===== config.mk =====
export PLATFORM = sky130hd
export DESIGN_NAME = uart_tx_serializer_flat
export DESIGN_NICKNAME = d
export VERILOG_FILES = /design/src/rtl/uart_tx_serializer_if.sv /design/src/rtl/uart_tx_serializer.sv /design/src/flat_wrapper.sv
export SDC_FILE = /design/constraint.sdc
export NUM_CORES = 1
export LEC_CHECK = 0
export CAP_MARGIN = 20
export CORE_MARGIN = 4
export CORE_UTILIZATION = 45
export CTS_BUF_LIST = sky130_fd_sc_hd__clkbuf_4
export DETAILED_ROUTE_END_ITERATION = 10
export PLACE_DENSITY = 0.67
export SYNTH_ARGS = -nofsm -noshare
export SYNTH_HDL_FRONTEND = slang
export SYNTH_SLANG_ARGS = --single-unit

===== constraint.sdc =====
create_clock -name m_clk -period 3.2 [get_ports m_clk]
set_input_delay 0.32 -clock m_clk [delete_from_list [all_inputs] [get_ports m_clk]]
set_output_delay 0.32 -clock m_clk [all_outputs]
set_load 0.005 [all_outputs]

===== src/rtl/uart_tx_serializer_if.sv =====
// Byte-side and line-side signals of the UART transmit serializer.
interface uart_tx_serializer_if;
  logic [7:0] tx_data;
  logic       tx_load;
  logic       tx_ready;
  logic       tx_out;
  logic       tx_busy;
  logic       tx_done;

  modport master (
    output tx_data, tx_load,
    input  tx_ready, tx_out, tx_busy, tx_done
  );

  modport slave (
    input  tx_data, tx_load,
    output tx_ready, tx_out, tx_busy, tx_done
  );
endinterface


===== src/rtl/uart_tx_serializer.sv =====
// UART transmit serializer: one-deep holding register, frames paced by tx_clk rising edges.
// Optional even parity bit between data and stop bits when UART_TX_PARITY_EN is defined.
module uart_tx_serializer #(
  parameter int unsigned DATA_BITS = 8,
  parameter int unsigned STOP_BITS = 1
) (
  input  logic                 m_clk,
  input  logic                 reset,
  input  logic                 tx_clk,
  uart_tx_serializer_if.slave  bus
);

  typedef enum logic [2:0] {
    IDLE,
    START,
    DATA,
`ifdef UART_TX_PARITY_EN
    PARITY,
`endif
    STOP
  } state_t;

  localparam logic [2:0] LAST_BIT  = 3'(DATA_BITS - 1);
  localparam logic       LAST_STOP = 1'(STOP_BITS - 1);

  state_t                 state_q, state_d;
  logic                   tx_clk_q;
  logic [DATA_BITS-1:0]   hold_q, hold_d;
  logic                   hold_full_q, hold_full_d;
  logic [DATA_BITS-1:0]   shift_q, shift_d;
  logic [2:0]             bit_cnt_q, bit_cnt_d;
  logic                   stop_cnt_q, stop_cnt_d;
  logic                   tx_out_q, tx_out_d;
  logic                   done_q, done_d;
  logic                   busy_q;
`ifdef UART_TX_PARITY_EN
  logic                   par_q, par_d;
`endif

  logic bit_tick;
  logic accept;
  logic drain;

  assign bit_tick = tx_clk & ~tx_clk_q;
  // accept and drain are mutually exclusive: one needs holding empty, the other full
  assign accept   = bus.tx_load & ~hold_full_q;

  always_comb begin
    state_d     = state_q;
    shift_d     = shift_q;
    bit_cnt_d   = bit_cnt_q;
    stop_cnt_d  = stop_cnt_q;
    tx_out_d    = tx_out_q;
    done_d      = 1'b0;
    drain       = 1'b0;
`ifdef UART_TX_PARITY_EN
    par_d       = par_q;
`endif

    if (bit_tick) begin
      unique case (state_q)
        IDLE: begin
          tx_out_d = 1'b1;
          if (hold_full_q) drain = 1'b1;
        end
        START: begin
          tx_out_d  = shift_q[0];
          shift_d   = shift_q >> 1;
          bit_cnt_d = '0;
          state_d   = DATA;
        end
        DATA: begin
          if (bit_cnt_q == LAST_BIT) begin
`ifdef UART_TX_PARITY_EN
            tx_out_d = par_q;
            state_d  = PARITY;
`else
            tx_out_d   = 1'b1;
            stop_cnt_d = '0;
            state_d    = STOP;
`endif
          end else begin
            tx_out_d  = shift_q[0];
            shift_d   = shift_q >> 1;
            bit_cnt_d = bit_cnt_q + 3'd1;
          end
        end
`ifdef UART_TX_PARITY_EN
        PARITY: begin
          tx_out_d   = 1'b1;
          stop_cnt_d = '0;
          state_d    = STOP;
        end
`endif
        STOP: begin
          if (stop_cnt_q == LAST_STOP) begin
            done_d = 1'b1;
            if (hold_full_q) begin
              drain = 1'b1;
            end else begin
              tx_out_d = 1'b1;
              state_d  = IDLE;
            end
          end else begin
            stop_cnt_d = stop_cnt_q + 1'b1;
          end
        end
        default: state_d = IDLE;
      endcase
    end

    // Frame start is shared by IDLE and the back-to-back exit of STOP
    if (drain) begin
      shift_d    = hold_q;
      bit_cnt_d  = '0;
      stop_cnt_d = '0;
      tx_out_d   = 1'b0;
      state_d    = START;
`ifdef UART_TX_PARITY_EN
      par_d      = ^hold_q;
`endif
    end

    hold_d      = accept ? bus.tx_data[DATA_BITS-1:0] : hold_q;
    hold_full_d = drain ? 1'b0 : (accept ? 1'b1 : hold_full_q);
  end

  always_ff @(posedge m_clk or negedge reset) begin
    if (!reset) begin
      state_q     <= IDLE;
      tx_clk_q    <= 1'b0;
      hold_q      <= '0;
      hold_full_q <= 1'b0;
      shift_q     <= '0;
      bit_cnt_q   <= '0;
      stop_cnt_q  <= 1'b0;
      tx_out_q    <= 1'b1;
      done_q      <= 1'b0;
      busy_q      <= 1'b0;
`ifdef UART_TX_PARITY_EN
      par_q       <= 1'b0;
`endif
    end else begin
      state_q     <= state_d;
      tx_clk_q    <= tx_clk;
      hold_q      <= hold_d;
      hold_full_q <= hold_full_d;
      shift_q     <= shift_d;
      bit_cnt_q   <= bit_cnt_d;
      stop_cnt_q  <= stop_cnt_d;
      tx_out_q    <= tx_out_d;
      done_q      <= done_d;
      busy_q      <= (state_d != IDLE);
`ifdef UART_TX_PARITY_EN
      par_q       <= par_d;
`endif
    end
  end

  assign bus.tx_ready = ~hold_full_q;
  assign bus.tx_out   = tx_out_q;
  assign bus.tx_busy  = busy_q;
  assign bus.tx_done  = done_q;

endmodule


===== src/flat_wrapper.sv =====
// flat-port wrapper written by rule: the top's interface ports become plain ports
module uart_tx_serializer_flat 
#(
  parameter int unsigned DATA_BITS = 8,
  parameter int unsigned STOP_BITS = 1
)
  (m_clk, reset, tx_clk, bus_tx_data, bus_tx_load, bus_tx_ready, bus_tx_out, bus_tx_busy, bus_tx_done);
  uart_tx_serializer_if bus_i ();
  input  logic m_clk;
  input  logic reset;
  input  logic tx_clk;
  input wire logic [$bits(bus_i.tx_data)-1:0] bus_tx_data;
  input wire logic [$bits(bus_i.tx_load)-1:0] bus_tx_load;
  output wire logic [$bits(bus_i.tx_ready)-1:0] bus_tx_ready;
  output wire logic [$bits(bus_i.tx_out)-1:0] bus_tx_out;
  output wire logic [$bits(bus_i.tx_busy)-1:0] bus_tx_busy;
  output wire logic [$bits(bus_i.tx_done)-1:0] bus_tx_done;
  assign bus_i.tx_data = bus_tx_data;
  assign bus_i.tx_load = bus_tx_load;
  assign bus_tx_ready = bus_i.tx_ready;
  assign bus_tx_out = bus_i.tx_out;
  assign bus_tx_busy = bus_i.tx_busy;
  assign bus_tx_done = bus_i.tx_done;
  uart_tx_serializer #(.DATA_BITS(DATA_BITS), .STOP_BITS(STOP_BITS)) u_core (.m_clk(m_clk), .reset(reset), .tx_clk(tx_clk), .bus(bus_i));
endmodule

After elaboration in Yosys (flattened, before gate mapping):

Cells that the tools add are included.

* $add $sub $neg: 2
* equality and inequality tests: 8
* muxes and demuxes: 34
* bitwise gates (word level): 4
* reduce and logical (&&, ||, !) cells: 10

Operators by type and width (count)
* $mux W3: 8
* $mux W8: 3
* $mux W1: 17
* $pmux W8 S2: 1
* $pmux W3 S4: 1
* $reduce_bool A3 Y1: 3
* $eq A3 B2 Y1 const B: 2
* $ne A3 B3 Y1 const B: 2
* $pmux W3 S2: 1
* $reduce_and A3 Y1: 2
* $reduce_bool A5 Y1: 1
* $pmux W1 S2: 2
* $pmux W1 S4: 1
* $reduce_and A4 Y1: 1
* $reduce_bool A2 Y1: 2
* $add A3 B1 Y3 const B: 1
* $eq A3 B1 Y1 const B: 1
* $eq A3 B3 Y1 const B: 1
* $logic_not A3 Y1: 1
* $ne A3 B1 Y1 const B: 1
* $ne A3 B2 Y1 const B: 1
* $and A1 B1 Y1: 2
* $not A1 Y1: 2
* $add A1 B1 Y1 const B: 1

* register bits after elaboration: 28
* input bits: 12
* output and inout port bits: 4
* logic and storage cells: 68

Logic depth before layout (Yosys ltp):

Gate-level depths: netlist of run 1.

* depth in word-level cells: 6
* depth in mapped cells: 7
* depth with buffers taken out: 6

Least setup slack after synthesis of run 1:

No wires, ideal clock.

* path kind: reg2reg
* start: register u_core.bit_cnt_q[0]
* end: register u_core.shift_q[1]
* setup time: 0.126 ns
* data arrival time: 1.831 ns
* data required time: 3.074 ns
* path slack: 1.243 ns
* cell stages (with the launch flop): 8
* path buffers: 1
* clock period less this slack: 1.957 ns
* cells stage by stage: dfrtp_1 -> ha_1 -> ha_1 -> or3b_4 -> a21o_1 -> buf_6 -> and3_1 -> a221o_1

* word-level cells in the longest chain between the ends: 3

RTL lines
* start: declaration: line uart_tx_serializer.sv:31 `logic [2:0] bit_cnt_q, bit_cnt_d;`
* start signal: assignment: line uart_tx_serializer.sv:149 `bit_cnt_q <= bit_cnt_d;`
* $eq A3 B3 Y1: line uart_tx_serializer.sv:73 `if (bit_cnt_q == LAST_BIT) begin`
* $ne A3 B2 Y1 (no line)
* $reduce_and A3 Y1 (no line)
* end signal: assignment: line uart_tx_serializer.sv:148 `shift_q <= shift_d;`
* end: declaration: line uart_tx_serializer.sv:30 `logic [DATA_BITS-1:0] shift_q, shift_d;`

No other way between the ends.
A chain may end at the register's enable or synchronous reset.

Worst setup path after layout of run 1:

Same ends and word-level chain as after synthesis.

==> flow_metrics.tcl, run 1 <==
set metrics [dict create \
    rsz0062_at_grt "no" \
    tns_ns 0 \
    yosys.area_share.xor_xnor_pct 0 \
    worstReg2RegStart "u_core.bit_cnt_q[0]" \
    startpoint_type "flip-flop" \
    vdd_drop_max_uv 375 \
    crit_cells 6 \
    synthAdderAreaFrac_pct 2.10 \
    max_cap_viol_count 0 \
    cp-startpoint "u_core.bit_cnt_q[0]" \
    stdcell_area_mm2 0.00139 \
    p_sw_mw 0.341 \
    grt_overflow 0 \
    final.min_clock_period_ns 2.09 \
    p_total_mw 1.07 \
    synth_top_area_share_pct 54.7 \
    synth_top_family_by_area "simple AND/OR/NAND/NOR gates" \
    drive_gt1_share_pct 16.2 \
    numCtsBuffers 3 \
    hpwl_um 1560 \
    worst-path-buf-inv 0 \
    grt_first_pass_wirelength_um 3780 \
    synth_cells 101 \
    ant_nets 0 \
    wirelength_um 2150 \
    synthSimpleGateAreaFrac_pct 16.4 \
    maxSlewHeadroom_pct 55.2 \
    pwr-share-clk_pct 13.7 \
    ys.flop_type "dfrtp_1" \
    start_util_pct 47.6 \
    switching_share_pct 31.9 \
    fmax_mhz 478 \
    ys_warn_count 0 \
    p_comb_share_pct 33.1 \
    grt_pass1_vias 866 \
    setup_violations 0 \
    outcome "complete, no violations" \
    slew_viol_final 0 \
    n_fill_cell 222 \
    leakage_nw 0.623 \
    fin_worst_skew_ns 0.00115 \
    cts_tree "done" \
    area_delta_synth_final_pct 16.8 \
    power_density_mw_per_mm2 770 \
    cp_max_fo 11 \
    hold_buffers 0 \
    reg2regPathDepth 6 \
    insertion_delay_ns 0.32 \
    synth_top_area_cell "dfrtp_1" \
    die_area_mm2 0.00353 \
    grt_max_degree 28 \
    cp_slowest_cell "dfrtp_1" \
    post_cts_resized 0 \
    antenna_found_initial 0 \
    post-cts-setup-buffer-count 0 \
    ys_top_cells_by_area "dfrtp_1, mux2_2, a221o_1" \
    synthDistinctLibCells 32 \
    drt_iter0_markers 11 \
    ys_ff_latch 27 \
    root_buffer "clkbuf_4" \
    die_x_um 59.4 \
    cts.sinks 27 \
    ys_top_cells_by_count "dfrtp_1, mux2_2, nand2_1" \
    min_path_type "in2async" \
    hold_viol 0 \
    timing.final.crit_share_pct 65.4 \
    rows 18 \
    worstSetupEndpointType "flip-flop" \
    crit_chain "ha_1 -> ha_1 -> or3b_4 -> a21o_1 -> and3_1 -> a221o_1" \
    arrival_ns 2.31 \
    grt.total_usage_pct 14.3 \
    routed_via_density 5.53 \
    async_flop_share_pct 100 \
    nets 132 \
    finalNonFillerCells 147 \
    htreeDepth 1 \
    via_count 813 \
    critPathTopFamily "simple AND/OR/NAND/NOR gates" \
    worstMarginPinSlew_ns 0.670 \
    crit_path_max_incr_delay_ns 0.42 \
    syn-cell-area_mm2 0.00119 \
    syn_area_per_cell_um2 11.8 \
    placed_cell_area_mm2 0.00136 \
    coreArea_mm2 0.00250 \
    port_buffers 15 \
    post-synth-top-count-cell "dfrtp_1" \
    place.gp.congestion 0.777 \
    seq_area_frac_synth_pct 56.9 \
    cts_buffer_depth 2 \
    crit_type "reg2reg" \
    pwr-share-seq_pct 53.3 \
    fin_util_pct 55.6 \
    critPathRequiredTime_ns 3.42 \
    path_clk_slew_ns 0.14 \
    diodes 0 \
    synthMuxAreaShare_pct 8.41 \
    ios 16 \
    synth-compound-area-share_pct 13.7 \
    syn_nets 115 \
    die_height_um 59.4 \
    placedCellCount 143 \
    critPathMostFrequentCell "ha_1" \
    p_int_mw 0.729 \
    dr.pass1.iters 3 \
    synth-edff-count 0 \
    drc 0 \
    routedWlPerCell_um 14.6 \
]
metal layers:
layer | vias up | part of all wire [%] | track usage [%]
met5 | - | 0 | 0
met1 | 399 | 46 | 17.8
met3 | 2 | 3.7 | 1.96
met4 | 0 | 0.70 | 5.83
li1 | 401 | - | -
met2 | 11 | 50 | 24.8
final timing paths:
| check | end | slack (ns) |
|---|---|---|
| min in group m_clk | u_core.bus.tx_out | 0.48 |
| setup / recovery | u_core.shift_q[1] | 1.11 |
| hold reg to reg | u_core.bus.tx_out | 0.48 |
| hold / removal | u_core.state_q[1] | 0.35 |
| setup reg to reg | u_core.shift_q[1] | 1.11 |
| max in group asynchronous | u_core.bus.tx_out | 2.56 |
power by group through the flow:
stage | Combinational [mW] | Sequential [mW] | Clock [mW]
final | 0.354 | 0.570 | 0.146
after floorplan | 0.268 | 0.548 | 0
after global routing | 0.400 | 0.590 | 0.168
after detailed placement | 0.357 | 0.577 | 0
after CTS | 0.358 | 0.571 | 0.152
after global placement | 0.344 | 0.573 | 0
sequential cells by signal, summed over array words and instances, names as in the netlist:
signal              flops
u_core.bus.tx_busy      1
u_core.hold_full_q      1
u_core.hold_q           8
u_core.bit_cnt_q        3
u_core.bus.tx_out       1
u_core.shift_q          8
u_core.tx_clk_q         1
u_core.bus.tx_done      1
u_core.state_q          3
cell type report:
class	instances	area [um^2]	area share (%)
clock buffers	3	22.5	1.62
multi-input cells	68	483	34.7
flip-flops and latches	27	677	48.7
inverters	2	7.51	0.540
clock inverters	1	5.00	0.360
repair buffers	16	158	11.3
well taps	30	37.5	2.70
layout by cell type (no fill, tap or decap):
master | Yosys | final
nand2b_1 | 2 | 2
nand3_1 | 3 | 3
clkbuf_4 | 0 | 3
and4_1 | 1 | 1
dfrtp_1 | 26 | 26
clkdlybuf4s50_1 | 0 | 15
inv_1 | 2 | 2
mux2i_1 | 1 | 1
or2b_1 | 1 | 1
o21bai_1 | 1 | 1
dfstp_2 | 1 | 1
a2111oi_0 | 1 | 1
mux2_2 | 8 | 8
or3b_4 | 1 | 1
a22o_2 | 1 | 1
buf_4 | 0 | 1
a21oi_1 | 7 | 7
clkinv_2 | 0 | 1
nor2_1 | 6 | 6
o31ai_1 | 2 | 2
a21oi_2 | 1 | 1
or3b_1 | 1 | 1
and3_1 | 5 | 5
a21o_1 | 1 | 1
nand4_1 | 1 | 1
o21ai_0 | 2 | 2
and3_2 | 1 | 1
nand3b_1 | 1 | 1
nand2_1 | 8 | 8
a221o_1 | 6 | 6
and2_2 | 1 | 1
ha_1 | 2 | 2
nor2b_1 | 3 | 3
logic make-up (layout without fill, tap and decap cells):
logic type | after synthesis | in the layout
DFF | 27 | 27
and+or+nand+nor | 35 | 35
adders and majority gates | 2 | 2
muxes | 9 | 9
AOI/OAI and AO/OA | 22 | 22
buffers and inverters | 6 | 22
worst reg2reg max path: cells and delay by family, from the launching register on:
kind            cells  cell delay [ns]
simple gates        2             0.61
flops               1             0.42
fa+ha+maj           2             0.40
compound gates      2             0.57
metrics by stage:
step | setup WS [ns] | hold WS [ns]
4_1_cts | 1.11 | 0.361
5_1_grt | 0.989 | 0.362
2_1_floorplan | 1.24 | 0.0244
6_report | 1.11 | 0.353
3_5_place_dp | 0.975 | 0.453
3_3_place_gp | 1.04 | 0.456
Note: power is estimated with default switching activity, not from simulation.
==> run 2, diff against run 1 <==
Clock period 3.2 ns to 2.12 ns, I/O delays scaled along.
==> flow_metrics.tcl, run 2 (synthesized netlist as in run 1, its figures left out) <==
set metrics [dict create \
    outcome "complete, no violations" \
    pre_cts_slack_ns 0.0145 \
    worst-path-buf-inv 0 \
    insertion_delay_ns 0.32 \
    final_cell_mix "dfrtp_1, clkdlybuf4s50_1, nand2_1, mux2_2" \
    fin_worst_skew_ns 0.00549 \
    timing.final.crit_share_pct 97.5 \
    arrival_ns 2.28 \
    cp_max_fo 11 \
    coreArea_mm2 0.00250 \
    grt.total_usage_pct 14.1 \
    dr.pass1.iters 4 \
    rsz0062_at_grt "no" \
    max_cap_viol_count 0 \
    vdd_drop_max_uv 693 \
    drt_iter0_markers 20 \
    cts_buffer_depth 2 \
    crit_type "reg2reg" \
    reg_top3 "u_core.hold_q: 8 flops, u_core.shift_q: 8 flops" \
    grt_max_degree 18 \
    r2r_end "u_core.shift_q[2]" \
    critPathTopFamily "simple AND/OR/NAND/NOR gates" \
    port_buffers 15 \
    leakage_nw 0.654 \
    worstReg2RegStart "u_core.bit_cnt_q[0]" \
    drive_gt1_share_pct 21.1 \
    die_x_um 59.4 \
    cp_slowest_cell "dfrtp_1" \
    wirelength_um 2240 \
    final.min_clock_period_ns 2.07 \
    fmax_mhz 484 \
    crit_path_max_incr_delay_ns 0.42 \
    die_height_um 59.4 \
    via_count 850 \
    hpwl_um 1610 \
    worstMarginPinSlew_ns 0.469 \
    cts.sinks 27 \
    area_delta_synth_final_pct 21.2 \
    maxSlewHeadroom_pct 68.6 \
    path_clk_slew_ns 0.14 \
    critPathMostFrequentCell "ha_1" \
    routedWlPerCell_um 14.6 \
    diodes 0 \
    place.gp.congestion 0.834 \
    final_common_cell "dfrtp_1" \
    ios 16 \
    ant_nets 0 \
    routed_via_density 5.56 \
    rows 18 \
    power_density_mw_per_mm2 1150 \
    cts_tree "done" \
    hold_viol 0 \
    critPathRequiredTime_ns 2.34 \
    hold_buffers 0 \
    worstSetupEndpointType "flip-flop" \
    min_path_type "in2async" \
    grt_first_pass_wirelength_um 3680 \
    numCtsBuffers 3 \
    reg2reg_setup_slack_ns 0.05 \
    htreeDepth 1 \
    worst_slack_ns 0.0533 \
    die_area_mm2 0.00353 \
    fin_hold_ws_ns 0.191 \
    drc 0 \
    grt_pass1_vias 838 \
    grt_overflow 0 \
    crit_chain "ha_1 -> ha_1 -> or3b_4 -> a21o_4 -> and3_2 -> a221o_1" \
    setup_violations 0 \
    nets 138 \
    startpoint_type "flip-flop" \
    antenna_found_initial 0 \
    reg2regPathDepth 6 \
    slew_viol_final 0 \
    root_buffer "clkbuf_4" \
    tns_ns 0 \
    start_util_pct 47.6 \
    post-cts-setup-buffer-count 0 \
]
run 2: changes by cell type in the layout (fill, tap and decap cells not counted):
| cell | before | now |
|---|---|---|
| buf_4 | 1 | 7 |
| a21o_1 | 1 | 0 |
| a21o_4 | 0 | 1 |
run 2: final cells by class:
type / count / area [um^2]
Sequential cell: 27 / 677
Timing Repair Buffer: 22 / 203
Clock inverter: 1 / 5.00
Clock buffer: 3 / 22.5
Multi-Input combinational cell: 68 / 490
Inverter: 2 / 7.51
Tap cell: 30 / 37.5
Fill cell: 221 / 1060
run 2: worst max-delay path by stage:
stage,from,endpoint,slack [ns],cells past startpoint
floorplan,u_core.bit_cnt_q[0],u_core.shift_q[1],0.16,7
global placement,u_core.bit_cnt_q[0],u_core.shift_q[2],0.11,6
detailed placement,u_core.bit_cnt_q[0],u_core.shift_q[2],0.01,6
CTS,u_core.bit_cnt_q[0],u_core.shift_q[2],0.02,6
global route,u_core.bit_cnt_q[0],u_core.shift_q[2],0.008,6
finish,u_core.bit_cnt_q[0],u_core.shift_q[2],0.05,6
run 2: power by group:
part	internal, mW	switching (mW)
Combinational	0.337	0.250
Sequential	0.722	0.126
Clock	0.0707	0.148
Total	1.13	0.524
run 2: per-layer routing:
layer | track usage (%) | part of all wire, %
met1 | 18.4 | 45
met2 | 22.6 | 49
met3 | 1.96 | 4.9
met4 | 7.12 | 1.7
met5 | 0 | 0
run 2: per-stage QoR:
step           cells  utilization (%)  total power, mW  instance area [um^2]
2_1_floorplan    101                -             1.23                  1190
3_3_place_gp     149             56.3             1.41                  1410
3_5_place_dp     149             56.3             1.44                  1410
4_1_cts          153             57.5             1.66                  1440
5_1_grt          153             57.7             1.78                  1440
6_report         153             57.7             1.65                  1440
run 2: what timing repair did:
item / 4_1_cts / 5_1_grt
setup endpoints to repair: 1 / 1
endpoints found under the hold margin: 0 / 0
pin swaps: 0 / 0
gates resized for setup: 1 / 1
